## src/rtl/io_trap_ctrl_pkg.sv

```systemverilog
// rtl/io_trap_ctrl_pkg.sv - shared FSM encoding and I/O direction constants for io_trap_ctrl
package io_trap_ctrl_pkg;

   typedef enum logic [1:0] {
      ST_IDLE    = 2'd0,
      ST_WAIT_IO = 2'd1,
      ST_NMI     = 2'd2,
      ST_TRAPPED = 2'd3
   } trap_state_t;

   localparam logic IO_DIR_IN  = 1'b1;
   localparam logic IO_DIR_OUT = 1'b0;

endpackage

```

## src/rtl/io_trap_ctrl_sync2.sv

```systemverilog
// rtl/io_trap_ctrl_sync2.sv - two-flop synchroniser, resets to 1 to match idle-high Z80 strobes
module sync2 (
   input  logic clk,
   input  logic rst,
   input  logic d,
   output logic q
);

   logic meta;

   always_ff @(posedge clk or posedge rst) begin
      if (rst) begin
         meta <= 1'b1;
         q    <= 1'b1;
      end else begin
         meta <= d;
         q    <= meta;
      end
   end

endmodule

```

## src/rtl/io_trap_ctrl.sv

```systemverilog
// rtl/io_trap_ctrl.sv - traps CPU I/O to a port window, pulses NMI, holds supervisor context until RETN
module io_trap_ctrl
   import io_trap_ctrl_pkg::*;
#(
   parameter logic [7:0] TRAP_LO    = 8'h00,
   parameter logic [7:0] TRAP_HI    = 8'hFF,
   parameter int         NMI_CYCLES = 4
) (
   input  logic       clk,
   input  logic       rst,
   input  logic       m1_n,
   input  logic       iorq_n,
   input  logic       rd_n,
   input  logic [7:0] addr,
   input  logic [7:0] data,
   input  logic       trap_enable,
   input  logic       new_isr,
   input  logic       last_isr_untrap,
   input  logic       io_direction,
   output logic       nmi_n,
   output logic       trap_active,
   output logic [7:0] trap_port,
   output logic       trap_dir,
   output logic [7:0] trap_data,
   output logic       trap_dir_err
);

   logic        m1_s, iorq_s, rd_s;
   logic        m1_d, iorq_d;
   logic        io_start, m1_fall;
   logic [8:0]  lo_diff, hi_diff;
   logic        in_window;
   logic        cap_dir;
   logic [3:0]  nmi_cnt;
   trap_state_t state;

   sync2 u_sync_m1   (.clk(clk), .rst(rst), .d(m1_n),   .q(m1_s));
   sync2 u_sync_iorq (.clk(clk), .rst(rst), .d(iorq_n), .q(iorq_s));
   sync2 u_sync_rd   (.clk(clk), .rst(rst), .d(rd_n),   .q(rd_s));

   always_ff @(posedge clk or posedge rst) begin
      if (rst) begin
         m1_d   <= 1'b1;
         iorq_d <= 1'b1;
      end else begin
         m1_d   <= m1_s;
         iorq_d <= iorq_s;
      end
   end

   // IORQ with M1 high is a true I/O cycle; IORQ with M1 low is an interrupt acknowledge
   assign io_start = iorq_d & ~iorq_s & m1_s;
   assign m1_fall  = m1_d & ~m1_s;

   // Window compare via 9-bit borrow so an all-inclusive window stays a plain compare
   assign lo_diff   = {1'b0, addr} - {1'b0, TRAP_LO};
   assign hi_diff   = {1'b0, TRAP_HI} - {1'b0, addr};
   assign in_window = ~lo_diff[8] & ~hi_diff[8];

   assign cap_dir = rd_s ? IO_DIR_OUT : IO_DIR_IN;

   always_ff @(posedge clk or posedge rst) begin
      if (rst) begin
         state        <= ST_IDLE;
         nmi_n        <= 1'b1;
         trap_active  <= 1'b0;
         trap_port    <= 8'h00;
         trap_dir     <= 1'b0;
         trap_data    <= 8'h00;
         trap_dir_err <= 1'b0;
         nmi_cnt      <= 4'd0;
      end else begin
         case (state)
            ST_IDLE: begin
               if (io_start && trap_enable && in_window) begin
                  trap_port    <= addr;
                  trap_dir     <= cap_dir;
                  trap_data    <= (cap_dir == IO_DIR_IN) ? 8'h00 : data;
                  trap_dir_err <= (io_direction != cap_dir);
                  state        <= ST_WAIT_IO;
               end
            end
            ST_WAIT_IO: begin
               if (iorq_s) begin
                  nmi_cnt <= NMI_CYCLES[3:0];
                  nmi_n   <= 1'b0;
                  state   <= ST_NMI;
               end
            end
            ST_NMI: begin
               // Release on the edge that takes the counter to zero: low for exactly NMI_CYCLES
               nmi_cnt <= nmi_cnt - 4'd1;
               if (nmi_cnt == 4'd1) begin
                  nmi_n       <= 1'b1;
                  trap_active <= 1'b1;
                  state       <= ST_TRAPPED;
               end
            end
            ST_TRAPPED: begin
               if (m1_fall && last_isr_untrap && new_isr) begin
                  trap_active <= 1'b0;
                  state       <= ST_IDLE;
               end
            end
            default: state <= ST_IDLE;
         endcase
      end
   end

endmodule
```

## config.mk

```make
export PLATFORM = sky130hd
export DESIGN_NAME = io_trap_ctrl
export DESIGN_NICKNAME = d
export VERILOG_FILES = /design/src/rtl/io_trap_ctrl_pkg.sv /design/src/rtl/io_trap_ctrl_sync2.sv /design/src/rtl/io_trap_ctrl.sv
export SDC_FILE = /design/constraint.sdc
export NUM_CORES = 1
export LEC_CHECK = 0
export CAP_MARGIN = 15
export CORE_ASPECT_RATIO = 0.5
export CORE_MARGIN = 3
export CORE_UTILIZATION = 45
export DETAILED_ROUTE_END_ITERATION = 6
export PLACE_DENSITY_LB_ADDON = 0.12
export SYNTH_ARGS = -nofsm -noshare
export SYNTH_HDL_FRONTEND = slang
export SYNTH_SLANG_ARGS = --single-unit
```

## constraint.sdc

```tcl
create_clock -name clk -period 2 [get_ports clk]
set_input_delay 0.6 -clock clk [delete_from_list [all_inputs] [get_ports clk]]
set_output_delay 0.6 -clock clk [all_outputs]
set_load 0.01 [all_outputs]
```

==> flow_summary_export.csv, run 1 <==
group,metric,value,unit
critical_path,path_delay_family,"flip-flops",
timing,period_minus_slack,1.94,ns
floorplan,fp.dieArea,4030,sq um
cells_and_area,post_route_cells_drive_above_1_share,18.3,%
placement,post-dp-hpwl,2180,um
synthesis,yosysWarnings,0,
timing,slew_viol_final,0,
critical_path,crit_path_start_kind,"flop",
placement,placement.io_buffers,44,
synthesis,synth_largest_area_cell,"sky130_fd_sc_hd__dfrtp_1",
synthesis,synth_largest_type_area_fraction,42.6,%
power_and_ir_drop,power_leakage,0.916,nW
power_and_ir_drop,power.share.sequential,38.3,%
placement,finalWeightedCongestion,0.757,
cells_and_area,regArea,862,sq um
floorplan,fp-row-count,13,
detailed_routing,firstDrtPassIters,4,
timing,worst_slew_margin,72.7,%
clocking,cts_inserted_buffers,5,
power_and_ir_drop,power.total,0.00283,W
global_route,grt_first_pass_wirelength,5050,um
global_route,grt_start_max_net_pins,35,
timing,finalWorstSetupSlack,0.0605,ns
clocking,cts_htree_levels,2,
timing,setup_repair_after_global_routing_missed_its_margin,"false",
critical_path,critical_path.max_fanout,3,
cells_and_area,fillerInstances,192,
global_route,grt.total_usage,17.3,%
critical_path,crit_buf_inv,1,
detailed_routing,vias_per_cell,4.97,
detailed_routing,num_vias,1078,
floorplan,design.core.area,2850,sq um
synthesis,postSynthRegisterBits,34,
clocking,tritoncts,"yes",
critical_path,arrival,1.34,ns
critical_path,cp.required,1.40,ns
synthesis,syn-num-nets,162,
cells_and_area,final_util,72.8,%
clocking,clock_latency,0.28,ns
global_route,vias_in_the_first_global_route,1074,
power_and_ir_drop,netSwitchingPower,0.000898,W
global_route,grt_antenna_before_repair,0,
synthesis,synth_top_cells_by_area,"sky130_fd_sc_hd__dfrtp_1 (43%), sky130_fd_sc_hd__dfstp_2 (16%), sky130_fd_sc_hd__nand2_1 (6.4%), sky130_fd_sc_hd__mux2_2 (6.1%), sky130_fd_sc_hd__ha_1 (6.0%)",
detailed_routing,number_of_routed_nets_with_antenna_violations,0,
critical_path,cp-end-kind,"output pin",
timing,worstMarginPinSlew,0.409,ns
cells_and_area,antenna-diode-count,0,
synthesis,synth_cell_types,31,
floorplan,initial_core_utilization,51.6,%
clocking,clk_root_buffer_cell,"sky130_fd_sc_hd__clkbuf_8",
cells_and_area,combined_area_of_the_multi_input_logic_cells,559,sq um
detailed_routing,dr.first_iter.drc_count,40,
clocking,postCtsResizedCells,0,
critical_path,timing_worst_setup_path_type,"reg2out",
worst_hold_path,worstHoldPathType,"reg2reg",
timing,period_share,97.0,%
synthesis,share_of_the_yosys_chip_area_belonging_to_registers,58.6,%
clocking,cts.sinks,34,
floorplan,die_width,86.8,um
timing,fmaxAchievable,516,MHz
placement,preCtsSetupSlack,-0.155,ns
status,run_status,"finished clean",
detailed_routing,post-route-drc-count,0,
power_and_ir_drop,internal_power,0.00193,W
clocking,cts_hold_repair.buffers,0,
cells_and_area,num-nets-final,211,
power_and_ir_drop,irDropWorstVdd,0.764,mV
critical_path,critical-path-slowest-cell,"sky130_fd_sc_hd__dfstp_2",
critical_path,slowest_delay,0.54,ns
power_and_ir_drop,pwr_cell_area,1360,nW/um^2
synthesis,post_synth.cell_area_avg,11.3,sq um
timing,fin_tns_setup,0,ns
power_and_ir_drop,combPwrFrac,38.8,%
flow_run,cap_violations,0,
critical_path,worstPathCellList,"clkdlybuf4s50_1",
floorplan,die_span_in_y,46.4,um
floorplan,ios,45,
timing,hold_viol_final,0,
timing,clock_skew,0.0104,ns
detailed_routing,average_wire_per_cell_in_the_routed_design,14.0,um
clocking,path_clk_slew,0.07,ns
timing,final_setup_violation_count,0,
synthesis,syn-instance-count,130,
cells_and_area,synthToLayoutAreaGrowth,41.0,%
power_and_ir_drop,clock_power_share,22.8,%
global_route,global_route.overflow_total,0,
power_and_ir_drop,sw_frac_of_total,31.7,%
synthesis,synth_area,1470,sq um
clocking,max-clock-path-buffers,2,
clocking,cts_post_setup_buffers_inserted,0,
detailed_routing,wirelength,3030,um
cell usage after synthesis, drive strengths merged:
| master | count |
|---|---|
| nand2 | 26 |
| dfrtp | 25 |
| o21ai | 18 |
| dfstp | 9 |
| mux2 | 9 |
| ha | 7 |
| inv | 7 |
| nor2 | 5 |
| buf | 4 |
| nand3 | 3 |
| nand4b | 2 |
| nor3 | 2 |
| a21boi | 1 |
| a21oi | 1 |
| a221oi | 1 |
| a22o | 1 |
| a31oi | 1 |
| a32oi | 1 |
| clkbuf | 1 |
| nand2b | 1 |
| nand3b | 1 |
| nand4 | 1 |
| or2 | 1 |
| or3b | 1 |
| xor2 | 1 |
cells in the final DEF, fill, tap and decap left out, types with 2 or more instances in the layout:
cell type,n
sky130_fd_sc_hd__buf_4,3
sky130_fd_sc_hd__dfrtp_1,25
sky130_fd_sc_hd__nand3_1,2
sky130_fd_sc_hd__clkdlybuf4s50_1,44
sky130_fd_sc_hd__clkbuf_8,6
sky130_fd_sc_hd__nor2_1,5
sky130_fd_sc_hd__inv_1,7
sky130_fd_sc_hd__dfstp_2,9
sky130_fd_sc_hd__nand2_1,25
sky130_fd_sc_hd__ha_1,7
sky130_fd_sc_hd__o21ai_0,8
sky130_fd_sc_hd__nor3_1,2
sky130_fd_sc_hd__mux2_2,8
sky130_fd_sc_hd__o21ai_1,10
final cells by class:
| cell class | instances | share of cell area, % |
|---|---|---|
| multi-input combinational | 84 | 27.0 |
| clock inverter | 1 | 1.45 |
| sequential | 34 | 41.6 |
| tap | 37 | 2.23 |
| timing repair buffer | 47 | 22.3 |
| clock buffer | 7 | 4.16 |
| inverter | 7 | 1.27 |
cells by family after synthesis:
logic type | count (synthesis) | synth area share (%)
AOI/OAI and AO/OA | 24 | 9.45
xor gates and xnor gates | 1 | 0.596
adders and majority gates | 7 | 5.96
buffers and inverters | 12 | 3.32
DFF | 34 | 58.6
muxes | 9 | 7.15
and+or+nand+nor | 43 | 14.9
metal layers:
| metal | share of wire (%) | track usage (%) |
|---|---|---|
| met5 | 0 | 0 |
| met2 | 49 | 28.5 |
| met1 | 44 | 21.3 |
| met4 | 0.79 | 6.52 |
| met3 | 5.6 | 6.25 |
per-stage QoR:
| stage | instances | area [sq um] | hold WS, ns |
|---|---|---|---|
| floorplan | 130 | 1470 | 0.345 |
| global placement | 209 | 1960 | 0.346 |
| detailed placement | 209 | 1960 | 0.347 |
| CTS | 217 | 2070 | 0.354 |
| global route | 217 | 2070 | 0.360 |
| finish | 217 | 2070 | 0.355 |
registers in the layout, summed over array words and instances, names as in the netlist:
signal	count
u_sync_rd.q	1
nmi_n	1
trap_dir	1
u_sync_m1.q	1
u_sync_m1.meta	1
u_sync_iorq.meta	1
trap_dir_err	1
m1_d	1
trap_active	1
u_sync_rd.meta	1
iorq_d	1
nmi_cnt	4
trap_data	8
u_sync_iorq.q	1
trap_port	8
state	2
power groups by stage:
| stage | sequential (W) | combinational, W | clock, W |
|---|---|---|---|
| global placement | 0.00108 | 0.00106 | 0 |
| floorplan | 0.00114 | 0.000547 | 0 |
| finish | 0.00108 | 0.00110 | 0.000645 |
| global route | 0.00111 | 0.00121 | 0.000694 |
| CTS | 0.00109 | 0.00111 | 0.000664 |
| detailed placement | 0.00109 | 0.00109 | 0 |
worst paths after layout:
kind                                     startpoint                       end  slack [ns]  cells past startpoint
setup / recovery                  nmi_n$_DFFE_PP1P_                     nmi_n        0.06                      1
hold / removal             u_sync_m1.meta$_DFF_PP1_     u_sync_m1.q$_DFF_PP1_        0.35                      0
setup reg to reg               state[1]$_DFFE_PP0P_      state[1]$_DFFE_PP0P_        0.22                      6
hold reg to reg            u_sync_m1.meta$_DFF_PP1_     u_sync_m1.q$_DFF_PP1_        0.35                      0
max in group asynchronous                       rst          iorq_d$_DFF_PP1_        0.96                      3
min in group asynchronous                       rst  trap_data[7]$_DFFE_PP0P_        0.70                      3
Power figures use the tool's default switching activity.
==> inputs of run 2 (changes only) <==
--- a/config.mk
+++ b/config.mk
@@ -5,7 +5,6 @@
 export SDC_FILE = /design/constraint.sdc
 export NUM_CORES = 1
 export LEC_CHECK = 0
-export CAP_MARGIN = 15
 export CORE_ASPECT_RATIO = 0.5
 export CORE_MARGIN = 3
 export CORE_UTILIZATION = 45
==> constraint.sdc (replaced) <==
create_clock -name clk -period 2.1 [get_ports clk]
set_input_delay 0.63 -clock clk [delete_from_list [all_inputs] [get_ports clk]]
set_output_delay 0.63 -clock clk [all_outputs]
set_load 0.01 [all_outputs]
==> flow_summary_export.csv, run 2 (same netlist as run 1, synthesis figures left out) <==
group,metric,value,unit
critical_path,arrival,1.35,ns
critical_path,cp-end-kind,"output pin",
critical_path,critical_path.max_fanout,3,
power_and_ir_drop,irDropWorstVdd,0.756,mV
cells_and_area,mostFrequentLayoutCell,"sky130_fd_sc_hd__clkdlybuf4s50_1",
detailed_routing,post-route-drc-count,0,
critical_path,timing_worst_setup_path_type,"reg2out",
detailed_routing,number_of_routed_nets_with_antenna_violations,0,
timing,final_setup_violation_count,0,
cells_and_area,final_util,72.8,%
timing,period_minus_slack,1.98,ns
timing,fmaxAchievable,506,MHz
power_and_ir_drop,power_leakage,0.916,nW
timing,worstMarginPinSlew,0.414,ns
critical_path,critical_path_depth,1,
timing,period_share,94.1,%
floorplan,die_width,86.8,um
clocking,clk_root_buffer_cell,"sky130_fd_sc_hd__clkbuf_8",
detailed_routing,firstDrtPassIters,4,
cells_and_area,synthToLayoutAreaGrowth,41.0,%
clocking,cts_post_setup_buffers_inserted,0,
cells_and_area,antenna-diode-count,0,
clocking,tritoncts,"yes",
cells_and_area,fin_area,2070,sq um
timing,finalWorstSetupSlack,0.123,ns
global_route,grt_start_max_net_pins,35,
clocking,cts_inserted_buffers,5,
flow_run,cap_violations,0,
placement,placement.io_buffers,44,
timing,setup_repair_after_global_routing_missed_its_margin,"false",
clocking,path_clk_slew,0.07,ns
floorplan,design.core.area,2850,sq um
global_route,grt.total_usage,17.8,%
floorplan,fp.dieArea,4030,sq um
critical_path,crit_path_start_kind,"flop",
placement,placedInstanceArea,1960,sq um
timing,hold_viol_final,0,
global_route,vias_in_the_first_global_route,1142,
clocking,max-clock-path-buffers,2,
timing,fin_tns_setup,0,ns
global_route,grt_antenna_before_repair,0,
worst_hold_path,holdPathStages,0,
clocking,cts_hold_repair.buffers,0,
global_route,global_route.overflow_total,0,
detailed_routing,vias_per_cell,4.94,
detailed_routing,average_wire_per_cell_in_the_routed_design,13.7,um
floorplan,initial_core_utilization,51.6,%
placement,finalWeightedCongestion,0.757,
floorplan,fp-row-count,13,
placement,preCtsSetupSlack,-0.0924,ns
timing,slew_viol_final,0,
timing,worst_slew_margin,72.4,%
global_route,grt_first_pass_wirelength,5220,um
clocking,clock_latency,0.28,ns
floorplan,ios,45,
cells_and_area,num-nets-final,211,
cells_and_area,biggestRegsByFlops,"trap_data (8), trap_port (8), nmi_cnt (4)",
worst_hold_path,worstHoldPathType,"reg2reg",
detailed_routing,wirelength,2970,um
critical_path,slowest_delay,0.54,ns
critical_path,cp.required,1.47,ns
clocking,postCtsResizedCells,0,
critical_path,worstPathCellList,"clkdlybuf4s50_1",
critical_path,critical-path-slowest-cell,"sky130_fd_sc_hd__dfstp_2",
detailed_routing,num_vias,1072,
floorplan,die_span_in_y,46.4,um
timing,clock_skew,0.00635,ns
critical_path,path_delay_family,"flip-flops",
critical_path,crit_buf_inv,1,
cells_and_area,post_route_cells_drive_above_1_share,18.3,%
power_and_ir_drop,pwr_cell_area,1300,nW/um^2
clocking,cts.sinks,34,
detailed_routing,dr.first_iter.drc_count,36,
cells_and_area,layout_common_cells,"sky130_fd_sc_hd__clkdlybuf4s50_1 (44), sky130_fd_sc_hd__nand2_1 (25), sky130_fd_sc_hd__dfrtp_1 (25)",
clocking,cts_htree_levels,2,
critical_path,worstRegToRegCells,6,
status,run_status,"finished clean",
placement,post-dp-hpwl,2130,um
run 2: through the flow:
stage | total power [W] | hold slack, ns | cells
after detailed placement | 0.00208 | 0.348 | 209
after global placement | 0.00204 | 0.346 | 209
after CTS | 0.00273 | 0.353 | 217
after global routing | 0.00290 | 0.363 | 217
final | 0.00270 | 0.353 | 217
after floorplan | 0.00160 | 0.345 | 130
run 2: worst paths after layout:
path | endpoint | slack, ns | start
max in group asynchronous | u_sync_m1.meta$_DFF_PP1_ | 1.03 | rst
hold reg to reg | u_sync_m1.q$_DFF_PP1_ | 0.35 | u_sync_m1.meta$_DFF_PP1_
hold / removal | u_sync_m1.q$_DFF_PP1_ | 0.35 | u_sync_m1.meta$_DFF_PP1_
setup / recovery | nmi_n | 0.12 | nmi_n$_DFFE_PP1P_
min in group asynchronous | state[0]$_DFFE_PP0P_ | 0.74 | rst
setup reg to reg | state[1]$_DFFE_PP0P_ | 0.28 | state[1]$_DFFE_PP0P_
run 2: power by group:
group | internal, W | switching (W) | leakage, nW
logic | 0.000574 | 0.000469 | 0.441
registers | 0.000877 | 0.000156 | 0.417
clock network | 0.000387 | 0.000237 | 0.0585
run 2: cell type report:
class	count	area, sq um
Sequential cell	34	862
Inverter	7	26.3
Multi-Input combinational cell	84	559
Fill cell	206	773
Tap cell	37	46.3
Clock inverter	1	30.0
Timing Repair Buffer	47	463
Clock buffer	7	86.3
run 2: per-layer routing:
metal  vias to the layer above  track usage, %  wire, um
li1                        532               -         -
met1                       505            22.0      1310
met4                         0            8.07        44
met2                        30            28.8      1460
met5                         -               0         0
met3                         5            6.25       158
==> inputs of run 3 (changes only) <==
--- a/config.mk
+++ b/config.mk
@@ -7,7 +7,7 @@
 export LEC_CHECK = 0
 export CORE_ASPECT_RATIO = 0.5
 export CORE_MARGIN = 3
-export CORE_UTILIZATION = 45
+export CORE_UTILIZATION = 46
 export DETAILED_ROUTE_END_ITERATION = 6
 export PLACE_DENSITY_LB_ADDON = 0.12
 export SYNTH_ARGS = -nofsm -noshare
==> flow_summary_export.csv, run 3 (same netlist as run 1, synthesis figures left out) <==
group,metric,value,unit
status,run_status,"finished clean",
detailed_routing,number_of_routed_nets_with_antenna_violations,0,
floorplan,die_width,86.0,um
timing,worstMarginPinSlew,0.396,ns
critical_path,crit_path_start_kind,"flop",
timing,fmaxAchievable,505,MHz
timing,fin_tns_setup,0,ns
critical_path,cp-end-kind,"output pin",
critical_path,worstPathCellList,"clkdlybuf4s50_1",
placement,post-dp-hpwl,2130,um
timing,final_setup_violation_count,0,
flow_run,cap_violations,0,
global_route,grt.total_usage,17.1,%
floorplan,die_span_in_y,46.0,um
cells_and_area,synthToLayoutAreaGrowth,42.4,%
detailed_routing,wirelength,2900,um
critical_path,cp.required,1.47,ns
worst_hold_path,timing.hold.worst.start,"u_sync_iorq.meta$_DFF_PP1_",
power_and_ir_drop,power_leakage,0.925,nW
clocking,clk_root_buffer_cell,"sky130_fd_sc_hd__clkbuf_8",
clocking,tritoncts,"yes",
power_and_ir_drop,irDropWorstVdd,0.828,mV
cells_and_area,layout_common_cells,"sky130_fd_sc_hd__clkdlybuf4s50_1 (44), sky130_fd_sc_hd__nand2_1 (25), sky130_fd_sc_hd__dfrtp_1 (25)",
clocking,cts_inserted_buffers,5,
cells_and_area,biggestRegsByFlops,"trap_data (8), trap_port (8), nmi_cnt (4)",
detailed_routing,post-route-drc-count,0,
clocking,clock_latency,0.28,ns
global_route,grt_start_max_net_pins,21,
placement,placement.io_buffers,44,
critical_path,setup.worst_path.start,"nmi_n$_DFFE_PP1P_",
cells_and_area,antenna-diode-count,0,
timing,clock_skew,0.00469,ns
detailed_routing,firstDrtPassIters,4,
timing,setup_repair_after_global_routing_missed_its_margin,"false",
detailed_routing,average_wire_per_cell_in_the_routed_design,13.3,um
floorplan,fp.dieArea,3950,sq um
cells_and_area,num-nets-final,212,
timing,period_share,94.3,%
clocking,path_clk_slew,0.06,ns
global_route,grt_antenna_before_repair,0,
critical_path,timing_worst_setup_path_type,"reg2out",
critical_path,path_delay_family,"flip-flops",
detailed_routing,num_vias,1093,
timing,worst_slew_margin,73.6,%
placement,finalWeightedCongestion,0.782,
clocking,postCtsResizedCells,0,
cells_and_area,fillerInstances,210,
clocking,cts_htree_levels,2,
critical_path,slowest_delay,0.54,ns
timing,slew_viol_final,0,
floorplan,initial_core_utilization,52.2,%
clocking,cts.sinks,34,
detailed_routing,dr.first_iter.drc_count,33,
worst_hold_path,worstHoldPathType,"reg2reg",
global_route,global_route.overflow_total,0,
floorplan,ios,45,
timing,hold_viol_final,0,
floorplan,design.core.area,2810,sq um
cells_and_area,layoutNonFillerInstCount,218,
critical_path,crit_buf_inv,1,
clocking,cts_post_setup_buffers_inserted,0,
cells_and_area,post_route_cells_drive_above_1_share,18.8,%
timing,period_minus_slack,1.98,ns
critical_path,r2r_start,"state[1]$_DFFE_PP0P_",
critical_path,critical_path.max_fanout,3,
detailed_routing,vias_per_cell,5.01,
critical_path,critical-path-slowest-cell,"sky130_fd_sc_hd__dfstp_2",
power_and_ir_drop,pwr_cell_area,1290,nW/um^2
floorplan,fp-row-count,13,
clocking,cts_hold_repair.buffers,0,
placement,placed_cells_incl_taps,210,
global_route,vias_in_the_first_global_route,1106,
global_route,grt_first_pass_wirelength,4940,um
cells_and_area,mostFrequentLayoutCell,"sky130_fd_sc_hd__clkdlybuf4s50_1",
clocking,max-clock-path-buffers,2,
critical_path,arrival,1.35,ns
run 3: power breakdown:
group	total, W	switching (W)	internal, W
sequential	0.00103	0.000156	0.000877
combinational	0.00105	0.000469	0.000579
clock	0.000616	0.000229	0.000387
total	0.00270	0.000854	0.00184
run 3: layout make-up:
| cell class | instances | area [sq um] | area share [%] |
|---|---|---|---|
| Sequential cell | 34 | 862 | 41.2 |
| Multi-Input combinational cell | 84 | 559 | 26.7 |
| Timing Repair Buffer | 48 | 483 | 23.1 |
| Clock buffer | 7 | 86.3 | 4.12 |
| Tap cell | 37 | 46.3 | 2.21 |
| Clock inverter | 1 | 30.0 | 1.43 |
| Inverter | 7 | 26.3 | 1.26 |
run 3: per-layer routing:
metal | up-vias | share of wire, % | GRT usage [%]
met5 | - | 0 | 0
li1 | 536 | - | -
met1 | 523 | 42 | 18.7
met4 | 0 | 0.66 | 5.68
met3 | 2 | 6.2 | 6.86
met2 | 32 | 51 | 31.2
run 3: worst paths after layout:
check	to	slack, ns	depth (start not counted)
max in group asynchronous	iorq_d$_DFF_PP1_	0.95	3
min in group asynchronous	nmi_cnt[3]$_DFFE_PP0P_	0.63	2
worst max-delay path	nmi_n	0.12	1
worst min-delay path	u_sync_iorq.q$_DFF_PP1_	0.36	0
worst min register to register	u_sync_iorq.q$_DFF_PP1_	0.36	0
worst max register to register	state[1]$_DFFE_PP0P_	0.32	6
run 3: metrics by stage:
step	area, sq um	total power, W	util, %	hold WS [ns]	setup WS (ns)
floorplan	1470	0.00160	-	0.345	0.569
global placement	1980	0.00205	70.3	0.345	-0.0406
detailed placement	1980	0.00208	70.3	0.347	-0.0769
CTS	2090	0.00272	74.4	0.358	0.103
global route	2090	0.00289	74.4	0.361	0.0771
finish	2090	0.00270	74.4	0.357	0.121
